--- config.mk ---
export PLATFORM = sky130hd
export DESIGN_NAME = cond_unit
export DESIGN_NICKNAME = d
export VERILOG_FILES = /design/src/rtl/cond_unit.sv
export SDC_FILE = /design/constraint.sdc
export NUM_CORES = 1
export LEC_CHECK = 0
export BUFFER_PORTS_ARGS = -buffer_cell sky130_fd_sc_hd__buf_2
export CAP_MARGIN = 20
export CORE_AREA = 2 2 39 41
export CTS_CLUSTER_DIAMETER = 100
export DETAILED_ROUTE_END_ITERATION = 10
export DIE_AREA = 0 0 41 43
export MAX_ROUTING_LAYER = met4
export SLEW_MARGIN = 25
export SYNTH_ARGS = -nofsm -noshare
export SYNTH_HDL_FRONTEND = slang
export SYNTH_SLANG_ARGS = --single-unit
--- constraint.sdc ---
create_clock -name clk -period 1.5 [get_ports clk]
set_clock_uncertainty 0.2 [all_clocks]
set_input_delay 0.075 -clock clk [delete_from_list [all_inputs] [get_ports clk]]
set_output_delay 0.075 -clock clk [all_outputs]
set_load 0.01 [all_outputs]
--- src/rtl/cond_unit.sv ---
// Condition unit: NZCV flag register, condition evaluation and
// execute-gated PC/register/memory write strobes.
module cond_unit (
  input  logic       clk,
  input  logic       reset,
  input  logic [3:0] Cond,
  input  logic [3:0] ALUFlags,
  input  logic [1:0] FlagW,
  input  logic       CondLatch,
  input  logic       PCS,
  input  logic       RegW,
  input  logic       MemW,
  input  logic       NoWrite,
  output logic [3:0] Flags,
  output logic       CondEx,
  output logic       PCWrite,
  output logic       RegWrite,
  output logic       MemWrite
);

  logic n, z, c, v;
  logic ge;
  logic cond_ok;

  assign {n, z, c, v} = Flags;
  assign ge = (n == v);

  // Always evaluated on the stored flags, never the live ALU flags.
  always_comb begin
    cond_ok = 1'b0;
    unique case (Cond)
      4'b0000: cond_ok = z;
      4'b0001: cond_ok = ~z;
      4'b0010: cond_ok = c;
      4'b0011: cond_ok = ~c;
      4'b0100: cond_ok = n;
      4'b0101: cond_ok = ~n;
      4'b0110: cond_ok = v;
      4'b0111: cond_ok = ~v;
      4'b1000: cond_ok = c & ~z;
      4'b1001: cond_ok = ~c | z;
      4'b1010: cond_ok = ge;
      4'b1011: cond_ok = ~ge;
      4'b1100: cond_ok = ~z & ge;
      4'b1101: cond_ok = z | ~ge;
      4'b1110: cond_ok = 1'b1;
      4'b1111: cond_ok = 1'b0;
    endcase
  end

  // Flag halves are gated by the execute decision held before this edge.
  always_ff @(posedge clk or negedge reset) begin
    if (!reset) begin
      Flags  <= 4'b0000;
      CondEx <= 1'b0;
    end else begin
      if (CondLatch)
        CondEx <= cond_ok;
      if (FlagW[1] & CondEx)
        Flags[3:2] <= ALUFlags[3:2];
      if (FlagW[0] & CondEx)
        Flags[1:0] <= ALUFlags[1:0];
    end
  end

  assign PCWrite  = PCS & CondEx;
  assign RegWrite = RegW & CondEx & ~NoWrite;
  assign MemWrite = MemW & CondEx;

endmodule

==> run_results.csv <==
group,metric,value,unit
critical_path,critical_path.startpoint_type,"flop",
critical_path,critical_path.top_delay_family,"compound AO/OA/AOI/OAI gates",
critical_path,worstSetupPathType,"flop to flop",
clocking,cts.sinks,5,
power,p_sw_share,36.79,%
hold_path,whs_path_depth,3,
job,maxCapViolations,0,
critical_path,critical_path_peak_fanout,4,
routing,wire_length_after_detailed_routing,889,um
floorplan,design.die.area,0.001763,mm^2
power,max-vdd-ir-drop,703.0,uV
yosys,ys_seq_elements,5,
cells_and_area,commonest_non_fill_non_tap_cell_in_the_layout,"buf_2",
routing,drt-vias-per-instance,4.471,
floorplan,die_h,43,um
critical_path,critPathCaptureType,"flop",
grt,first_pass_grt_wire_length,1.393,mm
place,dp_hpwl,620.2,um
place,preCtsSetupSlack,0.07496,ns
floorplan,die_width,41,um
clocking,tritoncts,"yes",
critical_path,startpoint,"Flags[0]",
routing,routedWlPerCell,10.22,um
sta,timing.final.hold_violations,0,
cells_and_area,num-nets-final,89,
clocking,clockRootBuffer,"clkbuf_4",
power,power.density_cell_area,1431,mW/mm^2
clocking,max_buffers_root_to_sink,2,
cells_and_area,layout.cells.most_common_list,"buf_2, dlygate4sd3_1, nand2_1",
grt,gr-total-overflow,0,
routing,topRoutingLayerUsed,"met3",
cells_and_area,insertedDiodeCount,0,
critical_path,critical_path.n_buffers_inverters,0,
hold_path,hold_end,"Flags[2]",
grt,grt_max_degree,8,
critical_path,worstPathCellList,"xnor2_2, a31oi_1, a311o_1, o211ai_1",
place,placement.io_buffers,24,
critical_path,setup.reg_to_reg.worst_slack,0.1,ns
yosys,mappedNetlistArea,322.8,um^2
sta,setup_slack,0.09605,ns
power,share_comb_of_total_power,47.9,%
sta,fmax,0.7123,GHz
outcome,run_status,"finished, final reports clean",
yosys,syn-num-nets,50,
grt,grt_use_total,12.00,%
routing,drt_pass1_iterations,4,
critical_path,reg2reg_from,"Flags[0]",
power,p_int,544.3,uW
power,power.sequential.fraction,34.5,%
critical_path,slowest_cell_on_crit_path,"dfrtp_2",
cells_and_area,drive_gt1_share,49.30,%
place,gpl.final_weighted_congestion,0.7079,
floorplan,initial_utilization,23.33,%
critical_path,reg2reg_depth,4,
sta,layout_min_cycle_time,1.404,ns
power,power.net_switching,316.8,uW
grt,number_of_antenna_violations_at_the_first_check_in_global_routing,0,
floorplan,num_io_pins,25,
yosys,yosys_warnings,0,
power,power.static_leakage,0.3007,nW
sta,rsz_0062_raised_after_global_routing,"yes",
yosys,synth_sequential_area_ratio,38.76,%
yosys,synth_cell_type_count,18,
clocking,clock_insertion_delay_worst_skew,0.24,ns
routing,dr_wl_met2,479,um
critical_path,worst_ep_arrival_time,1.36,ns
routing,wl_met3,46,um
routing,wirelength_met1,362,um
sta,worst_slew_pin_slew,0.2574,ns
cells_and_area,fillCellCount,143,
sta,number_of_setup_violations_in_the_final_report,0,
critical_path,worst-endpoint-required,1.45,ns
yosys,syn-instance-count,33,
hold_path,min-delay-start,"FlagW[1]",
power,clockPowerShare,17.6,%
critical_path,timing.critical_path.slowest_cell_delay,0.44,ns
grt,first_global_vias,341,
clocking,cts_inserted_buffers,3,
critical_path,reg2reg_to,"CondEx",
sta,timing.final.max_slew_violations,0,
sta,hold_ws,0.02024,ns
sta,slew_headroom,82.68,%
routing,number_of_antenna_violating_nets_in_the_routed_design,0,
routing,num_vias,389,
clocking,path_clk_slew,0.04,ns
yosys,synthesis.area_per_instance,9.782,um^2
floorplan,floorplan_row_count,14,
routing,drc,0,
floorplan,fp.coreArea,0.001384,mm^2
routing,drt_first_iter_violations,3,
power,total_power,861.0,uW
hold_path,min-delay-path-class,"primary input to flop",
sta,finalCritPeriodShare,93.60,%
cells_and_area,syn2layout_area_growth,86.43,%
clocking,cts-htree-levels,1,
metal layers:
metal  track usage [%]  vias to the layer above
met3             3.141                        0
li1                  -                      197
met5                 -                        -
met2             18.75                       14
met4             6.000                        0
met1             13.40                      178
worst max-delay path by stage:
stage	to	slack (ns)	cells past startpoint
6_report	CondEx	0.1	4
3_3_place_gp	CondEx	0.10	4
4_1_cts	CondEx	0.05	4
3_5_place_dp	CondEx	0.07	4
5_1_grt	CondEx	-0.02	4
2_1_floorplan	CondEx	0.10	4
sequential cells by signal, summed over array words and instances (netlist names):
signal,cells
CondEx,1
Flags,4
synth_stat cells (all sizes together):
cell / instances / area share [%]
a22o: 1 / 2.7
nand2: 5 / 5.8
o211ai: 1 / 2.3
and2: 2 / 3.9
xnor2: 1 / 2.7
or2b: 1 / 2.3
mux2: 4 / 14
a31oi: 2 / 3.9
a21boi: 1 / 2.3
dfrtp: 5 / 39
nor4b: 1 / 2.7
nor2: 2 / 2.3
nor2b: 1 / 1.9
nand3: 1 / 1.5
inv: 1 / 1.2
mux2i: 2 / 6.2
and2b: 1 / 2.3
a311o: 1 / 3.1
timing repair:
item | CTS | global route
resized for setup | 0 | 3
buffers inserted | 0 | 1
hold buffers | 9 | 0
hold endpoints to repair | 10 | 0
setup endpoints to repair | 0 | 1
final cells by class:
type	instances	area (um^2)	share of cell area, %
repair buffers	34	217.7	36.17
multi-input cells	27	207.7	34.51
flip-flops and latches	5	126.4	21.00
clock buffers	4	26.28	4.366
well taps	16	20.02	3.326
inverters	1	3.754	0.6237
worst reg2reg max path, stage by stage, from the launching register on:
cell,delay (ns)
dfrtp_2,0.44
xnor2_2,0.16
a31oi_1,0.12
a311o_1,0.32
o211ai_1,0.08
power groups by stage:
stage          registers [mW]  logic [mW]  clock network (mW)
2_1_floorplan           0.299       0.191                   0
3_3_place_gp            0.280       0.349                   0
3_5_place_dp            0.284       0.350                   0
4_1_cts                 0.285       0.370               0.160
5_1_grt                 0.308       0.455               0.170
6_report                0.297       0.412               0.152
through the flow:
stage               instances  setup TNS (ns)  util, %  area [um^2]
floorplan                  33               0        -        322.8
global placement           73               0    33.45        462.9
detailed placement         73               0    33.45        462.9
CTS                        86               0    41.86        579.3
global route               87        -0.01519    43.49        601.8
finish                     87               0    43.49        601.8
kinds of logic (layout without fill, tap and decap cells):
group / Yosys count / after routing / synth area share, %
buffers and inverters: 1 / 39 / 1.162
muxes: 6 / 6 / 20.15
and+or+nand+nor: 14 / 14 / 22.87
DFF: 5 / 5 / 38.76
AOI/OAI and AO/OA: 6 / 6 / 14.34
xor gates and xnor gates: 1 / 1 / 2.714
Power figures use the tool's default switching activity.
